--- config.mk ---
export PLATFORM = sky130hd
export DESIGN_NAME = bch_berlekamp_ctrl
export DESIGN_NICKNAME = d
export VERILOG_FILES = /design/src/rtl/bch_pkg.sv /design/src/rtl/bch_berlekamp_ctrl.sv
export SDC_FILE = /design/constraint.sdc
export NUM_CORES = 1
export LEC_CHECK = 0
export ABC_AREA = 1
export CORE_ASPECT_RATIO = 0.7
export CORE_MARGIN = 2
export CORE_UTILIZATION = 53
export CTS_BUF_LIST = sky130_fd_sc_hd__clkbuf_16
export CTS_CLUSTER_SIZE = 12
export DETAILED_ROUTE_END_ITERATION = 8
export GPL_TIMING_DRIVEN = 0
export PLACE_DENSITY = 0.81
export SLEW_MARGIN = 10
export SYNTH_ARGS = -nofsm -noshare
export SYNTH_HDL_FRONTEND = slang
export SYNTH_SLANG_ARGS = --single-unit
export TNS_END_PERCENT = 30
--- constraint.sdc ---
create_clock -name iclk -period 4.9 [get_ports iclk]
set_input_delay 0.98 -clock iclk [delete_from_list [all_inputs] [get_ports iclk]]
set_output_delay 0.98 -clock iclk [all_outputs]
set_load 0.02 [all_outputs]
--- src/rtl/bch_pkg.sv ---
// Shared definitions for the BCH Berlekamp-Massey controller: FSM states,
// default T-derived widths and the iteration schedule helpers.
package bch_pkg;

  // Default error-correction capability and the widths it implies.
  localparam int T_DEFAULT  = 8;
  localparam int JW_DEFAULT = $clog2(T_DEFAULT + 1);
  localparam int LW_DEFAULT = $clog2(2 * T_DEFAULT + 1);

  // Controller phases.
  typedef enum logic [2:0] {
    IDLE = 3'd0,
    LOAD = 3'd1,
    ACC  = 3'd2,
    UPD  = 3'd3,
    DONE = 3'd4
  } state_t;

  // Highest term index accumulated into delta during iteration r.
  function automatic int jmax(input int r, input int t);
    return (2 * r < t) ? 2 * r : t;
  endfunction

  // Cycles from the accept edge until the locator becomes valid.
  function automatic int bm_latency(input int t);
    int s;
    s = 1;
    for (int r = 0; r < t; r++) begin
      s += jmax(r, t) + 2;
    end
    return s;
  endfunction

endpackage

--- src/rtl/bch_berlekamp_ctrl.sv ---
// Sequencer for a serial inversionless binary Berlekamp-Massey datapath.
// Accepts a syndrome block, runs T iterations of (delta accumulate, update),
// tracks the locator length L and presents the final degree until accepted.
//
// Handshakes: a transfer happens on a rising clock edge where both valid and
// ready are high (isyndrome_val/osyndrome_rdy upstream, oloc_val/iloc_rdy
// downstream); valid outputs stay asserted and stable until that edge.
module bch_berlekamp_ctrl
  import bch_pkg::*;
#(
  parameter int T  = 8,
  parameter int JW = $clog2(T + 1),
  parameter int LW = $clog2(2 * T + 1)
) (
  input  logic          iclk,
  input  logic          ireset,
  input  logic          isyndrome_val,
  output logic          osyndrome_rdy,
  output logic          osyn_load,
  output logic          odelta_clr,
  output logic          odelta_acc,
  output logic [JW-1:0] oj,
  output logic [JW-1:0] or_idx,
  input  logic          idelta_nz,
  output logic          oupd,
  output logic          ob_sel,
  output logic          oloc_val,
  input  logic          iloc_rdy,
  output logic [LW-1:0] oloc_deg,
  output logic          odecfail,
  output state_t        ostate_dbg
);

  state_t        state_q, state_d;
  logic [JW-1:0] j_q, j_d;
  logic [JW-1:0] r_q, r_d;
  logic [LW-1:0] l_q, l_d;

  logic [JW-1:0] jmax_r;
  logic          last_iter;
  logic          take_upd;
  logic [LW:0]   r_ext;
  logic [LW:0]   l_ext;
  logic [LW:0]   l_alt;
  logic [LW-1:0] l_sat;

  // Schedule bounds for the current iteration.
  assign jmax_r    = JW'(jmax(int'(r_q), T));
  assign last_iter = (r_q == JW'(T - 1));

  // Length change 2r+1-L, one bit wider than L; the L<=r guard keeps it
  // non-negative, and the clamp keeps L within 2T.
  assign r_ext = (LW + 1)'(r_q);
  assign l_ext = {1'b0, l_q};
  assign l_alt = (r_ext << 1) + (LW + 1)'(1) - l_ext;
  assign l_sat = (l_alt > (LW + 1)'(2 * T)) ? LW'(2 * T) : l_alt[LW-1:0];

  // The b_poly swap happens only when delta is non-zero and L<=r.
  assign take_upd = (state_q == UPD) && idelta_nz && (l_ext <= r_ext);

  // State, counters and locator length registers.
  always_ff @(posedge iclk or posedge ireset) begin
    if (ireset) begin
      state_q <= IDLE;
      j_q     <= '0;
      r_q     <= '0;
      l_q     <= '0;
    end else begin
      state_q <= state_d;
      j_q     <= j_d;
      r_q     <= r_d;
      l_q     <= l_d;
    end
  end

  // Next-state logic and Moore strobes decoded from the registered state.
  always_comb begin
    state_d       = state_q;
    j_d           = j_q;
    r_d           = r_q;
    l_d           = l_q;
    osyndrome_rdy = 1'b0;
    osyn_load     = 1'b0;
    odelta_clr    = 1'b0;
    odelta_acc    = 1'b0;
    oupd          = 1'b0;
    oloc_val      = 1'b0;
    oloc_deg      = '0;
    odecfail      = 1'b0;

    case (state_q)
      IDLE: begin
        osyndrome_rdy = 1'b1;
        if (isyndrome_val) begin
          state_d = LOAD;
        end
      end

      LOAD: begin
        osyn_load = 1'b1;
        l_d       = '0;
        r_d       = '0;
        j_d       = '0;
        state_d   = ACC;
      end

      ACC: begin
        odelta_acc = 1'b1;
        odelta_clr = (j_q == '0);
        if (j_q < jmax_r) begin
          j_d = j_q + 1'b1;
        end else begin
          state_d = UPD;
        end
      end

      UPD: begin
        oupd = 1'b1;
        if (take_upd) begin
          l_d = l_sat;
        end
        if (last_iter) begin
          state_d = DONE;
        end else begin
          r_d     = r_q + 1'b1;
          j_d     = '0;
          state_d = ACC;
        end
      end

      DONE: begin
        oloc_val = 1'b1;
        oloc_deg = l_q;
        odecfail = (l_q > LW'(T));
        if (iloc_rdy) begin
          state_d = IDLE;
        end
      end

      default: begin
        state_d = IDLE;
      end
    endcase
  end

  assign ob_sel     = take_upd;
  assign oj         = j_q;
  assign or_idx     = r_q;
  assign ostate_dbg = state_q;

  // Structural invariants of the controller registers.
  a_len_bound : assert property (@(posedge iclk) disable iff (ireset)
    l_q <= LW'(2 * T));
  a_j_bound : assert property (@(posedge iclk) disable iff (ireset)
    (state_q == ACC) |-> (j_q <= jmax_r));
  a_r_bound : assert property (@(posedge iclk) disable iff (ireset)
    r_q <= JW'(T - 1));

endmodule

### Word level (Yosys, flattened, before mapping)

Cells that the tools add are included.

| storage, ports and cells | value |
|---|---|
| flip-flop bits (word level) | 16 |
| latch bits | 0 |
| RAM bits | 0 |
| ROM bits | 0 |
| bits of input ports | 5 |
| logic and storage cells | 56 |
| memories kept | 0 |

| cells by class | value |
|---|---|
| add/sub/neg operators | 4 |
| multipliers | 0 |
| divide/modulo/power cells | 0 |
| $lt $le $gt $ge | 5 |
| eq/ne operators | 11 |
| shift-type cells | 0 |
| multiplexer cells | 22 |
| bitwise logic cells | 0 |
| reduce and logical (&&, ||, !) cells | 10 |

Operator list:

| kind | count |
|---|---|
| $mux W4 | 4 |
| $mux W5 | 3 |
| $pmux W3 S5 | 1 |
| $mux W3 | 4 |
| $ne A2 B2 Y1 const B | 6 |
| $pmux W4 S3 | 1 |
| $pmux W5 S2 | 1 |
| $add A4 B1 Y4 const B | 2 |
| $pmux W4 S2 | 1 |
| $mux W1 | 7 |
| $add A5 B1 Y6 const B | 1 |
| $eq A3 B2 Y1 const B | 2 |
| $gt A6 B5 Y1 const B | 1 |
| $reduce_and A3 Y1 | 2 |
| $sub A6 B5 Y6 | 1 |
| $gt A5 B4 Y1 const B | 1 |
| $le A5 B4 Y1 | 1 |
| $lt A5 B4 Y1 const B | 1 |
| $eq A4 B3 Y1 const B | 1 |
| $logic_not A4 Y1 | 1 |
| $lt A4 B4 Y1 | 1 |
| $reduce_and A2 Y1 | 2 |
| $eq A3 B1 Y1 const B | 1 |
| $eq A3 B3 Y1 const B | 1 |
| other kinds (4) | 5 |

### Longest topological paths before layout

| logic depth | value |
|---|---|
| depth in word-level cells | 6 |
| depth in mapped cells | 12 |
| depth with buffers taken out | 12 |

### Worst setup path before layout

No wires, ideal clock.

| path | value |
|---|---|
| path type | register -> output |
| start | reg state_q[1], in the netlist ostate_dbg[1] |
| end | out odecfail |
| arrival time | 1.832 ns |
| slack | 2.088 ns |
| stages on the path, launching flop included | 6 |
| path buffers | 0 |
| path through | dfrtp_1 > nor3_2 > inv_1 > nor2_1 > o31ai_1 > o21ai_0 |

| on the way | value |
|---|---|
| cells in the longest elaborated chain, start to end | 2 |

Ends and longest elaborated chain:

| what | line | source |
|---|---|---|
| from (decl) | bch_berlekamp_ctrl.sv:34 | `state_t state_q, state_d;` |
| from (signal assigned) | bch_berlekamp_ctrl.sv:69 | `state_q <= state_d;` |
| $eq A3 B3 Y1 | bch_berlekamp_ctrl.sv:91 | `case (state_q)` |
| $mux W1 | bch_berlekamp_ctrl.sv:91 |  |
| to (decl) | bch_berlekamp_ctrl.sv:30 | `output logic odecfail,` |

Every way passes these cells.

### Worst setup path after layout

| path | value |
|---|---|
| start | in idelta_nz |
| end | out ob_sel |

| on the way | value |
|---|---|
| cells in the longest elaborated chain, start to end | 2 |

Ends and longest elaborated chain:

| what | line | source |
|---|---|---|
| from (decl) | bch_berlekamp_ctrl.sv:24 | `input logic idelta_nz,` |
| $logic_and A1 B1 Y1 (2 in a row) | bch_berlekamp_ctrl.sv:59 | `assign take_upd = (state_q == UPD) && idelta_nz && (l_ext <= r_ext);` |
| to (decl) | bch_berlekamp_ctrl.sv:26 | `output logic ob_sel,` |

Every way passes these cells.

==> flow_summary_export.csv <==
group,metric,value,unit
yosys,ys_seq_elements,16,
finish,layout.cells.most_common,"nand2_1",
clocking,cts_resized,0,
floorplanning,fp.coreArea,2190,µm²
critical_path,path_class,"input pin to output pin",
critical_path,worstSetupEndpointType,"output pin",
yosys,synth_top_cell_by_area,"dfrtp_1",
yosys,postSynthNetCount,184,
detailed_routing,routed_wl,2978,µm
sta,holdWs,565.2,ps
sta,slew_headroom,59.43,%
pwr,vdd_ir_drop_max,413.2,µV
detailed_routing,wl_per_cell,13.18,µm
floorplanning,rows,14,
global_route,grt_max_degree,17,
sta,timing.final.setup_violations,0,
clocking,post-cts-setup-buffer-count,0,
finish,utilization,75.20,%
pwr,leakage,0.0008359,µW
yosys,avg_synthesized_cell_area,7.700,µm²
sta,setup_total_negative_slack,0,ps
sta,tightest_slew,607.9,ps
hold_path,hold_class,"flip-flop to flip-flop",
finish,drive_gt1_share,9.278,%
global_route,first_global_vias,990,
clocking,root_buffer,"clkbuf_16",
clocking,cts_tree,"done",
global_route,grt_remaining_overflow,0,
detailed_routing,dr.first_iter.drc_count,65,
detailed_routing,vias,1151,
yosys,asyncSetResetFlopFracSynth,100.0,%
global_route,antenna_violations_before_repair,0,
clocking,num_cts_buffers,3,
pwr,comb_power_share,66.2,%
sta,rsz0062_at_grt,"no",
yosys,synth-warning-count,0,
clocking,clock_transition_time_at_the_flip_flop_clock_pins_of_the_worst_setup_and_hold_paths,50,ps
clocking,clock_sinks,16,
detailed_routing,postRouteAntennaNets,0,
pwr,power_report.internal_total,613.3,µW
run_status,status,"complete, no violations",
sta,fmaxAchievable,290.1,MHz
critical_path,worst_ep_required_time,3920,ps
sta,min_period_over_period,70.36,%
floorplanning,die_height,44.59,µm
yosys,synth_top_flop_cell,"dfrtp_1",
clocking,cts_max_level,1,
sta,worst_clock_skew,2.614,ps
clocking,cts.hold.buffers_added,0,
sta,finalWorstPathRequiredPeriod,3448,ps
pwr,p_seq_share,20.9,%
critical_path,cp_data_arrival_time,2470,ps
detailed_routing,dr.pass1.iters,4,
yosys,sequential_cell_area_fraction_in_the_yosys_report,32.10,%
placement,io_buffer_count,28,
global_route,grt_usage,24.67,%
yosys,synth_cell_type_count,26,
pwr,power_per_cell_area,739.4,nW/µm²
critical_path,cp_max_fo,6,
clocking,clkLatencyLatePin,250,ps
placement,post-dp-hpwl,2306,µm
detailed_routing,total_drc_errors_in_the_routed_layout,0,
clocking,clk_path_buf_depth,2,
finish,finish.net_count,217,
sta,final_hold_violation_count,0,
critical_path,timing.critical_path.from_type,"input pin",
yosys,synth-edff-count,0,
floorplanning,die-area,2764,µm²
floorplanning,floorplan.initialDensity,56.97,%
floorplanning,floorplan.die.width,61.99,µm
global_route,grt_pass1_wl,4809,µm
detailed_routing,via_per_inst,5.093,
pwr,proportion_of_power_drawn_by_the_clock_network,13.0,%
yosys,post_synth_instance_area,1247,µm²
yosys,area_share_of_the_largest_cell_type_after_synthesis,32.10,%
pwr,p_switching,604.2,µW
yosys,synth_area_leaders,"dfrtp_1 (32%), ha_1 (16%), nand2_1 (9.3%)",
floorplanning,io_pins,29,
sta,maxSlewViolCount,0,
finish,antenna_cells,0,
finish,synthToLayoutAreaGrowth,32.00,%
placement,globalplace.congestion,0.8682,
pwr,sw_frac_of_total,49.62,%
yosys,syn_inst,162,
flow_run,max_cap_violations,0,
finish,layout.cells.most_common_list,"nand2_1 (31), inv_1 (28), clkdlybuf4s50_1 (28), nand3_1 (19)",
## critical path, cell delays in order
cell and delay, ps:
clkdlybuf4s50_1 460, nand2_1 60, nor2_2 120, nand2_2 120, inv_2 110, clkdlybuf4s50_1 610
## kinds of logic after synthesis
family / after synthesis / synth area share, %
and+or+nand+nor: 80 / 32.10
buffers and inverters: 34 / 10.23
adders and majority gates: 17 / 17.65
DFF: 16 / 32.10
AOI/OAI and AO/OA: 10 / 4.314
xor gates and xnor gates: 4 / 2.809
muxes: 1 / 0.8024
## cell usage after synthesis, types with 2 or more instances
library cell,count
nand2_1,31
inv_1,28
nand3_1,19
dfrtp_1,16
ha_1,16
nor2_1,12
inv_2,6
a21oi_1,4
nor3_1,4
o21ai_0,4
nor2_4,3
xor2_1,3
nand2_2,2
nand4_1,2
## layer usage
metal | global-route usage (%) | vias up | share of wire, %
met5 | 0 | - | 0
met4 | 6.383 | 0 | 0.77
met3 | 5.263 | 4 | 7.5
met2 | 37.92 | 41 | 46
met1 | 35.29 | 524 | 46
li1 | - | 582 | -
## metrics by stage
step / cells / power (µW) / instance area (µm²) / setup slack, ps
floorplan: 162 / 807.3 / 1247 / 2088
global placement: 222 / 1009 / 1568 / 1482
detailed placement: 222 / 1044 / 1568 / 1457
CTS: 226 / 1219 / 1647 / 1443
global route: 226 / 1333 / 1647 / 1407
finish: 226 / 1218 / 1647 / 1452
## final timing paths
kind                       cells after the start            end  slack (ps)  startpoint
max                                            6         ob_sel        1450   idelta_nz
min                                            2          oj[1]         570       oj[1]
max reg2reg                                   11         l_q[0]        2640      l_q[2]
min reg2reg                                    2          oj[1]         570       oj[1]
max in group asynchronous                      2  ostate_dbg[0]        3400      ireset
min in group asynchronous                      2          oj[0]        1110      ireset
## power by group through the flow
| stage | registers (µW) | logic, µW | clock network [µW] |
|---|---|---|---|
| final | 254 | 806 | 158 |
| after global placement | 250 | 759 | 0 |
| after floorplan | 272 | 535 | 0 |
| after global routing | 260 | 905 | 168 |
| after detailed placement | 253 | 791 | 0 |
| after CTS | 251 | 806 | 162 |
## area by class of cell
type                    instances  area [µm²]
clock buffers                   3       75.07
clock inverters                 1       3.754
fillers                       156       543.0
inverters                      34       127.6
multi-input cells             112       719.4
flip-flops and latches         16       400.4
well taps                      32       40.04
repair buffers                 28       280.3
## registers in the layout, summed over array words and instances, names as in the netlist
signal	cells
l_q	5
oj	4
ostate_dbg	3
or_idx	4
Note: power is estimated with default switching activity, not from simulation.
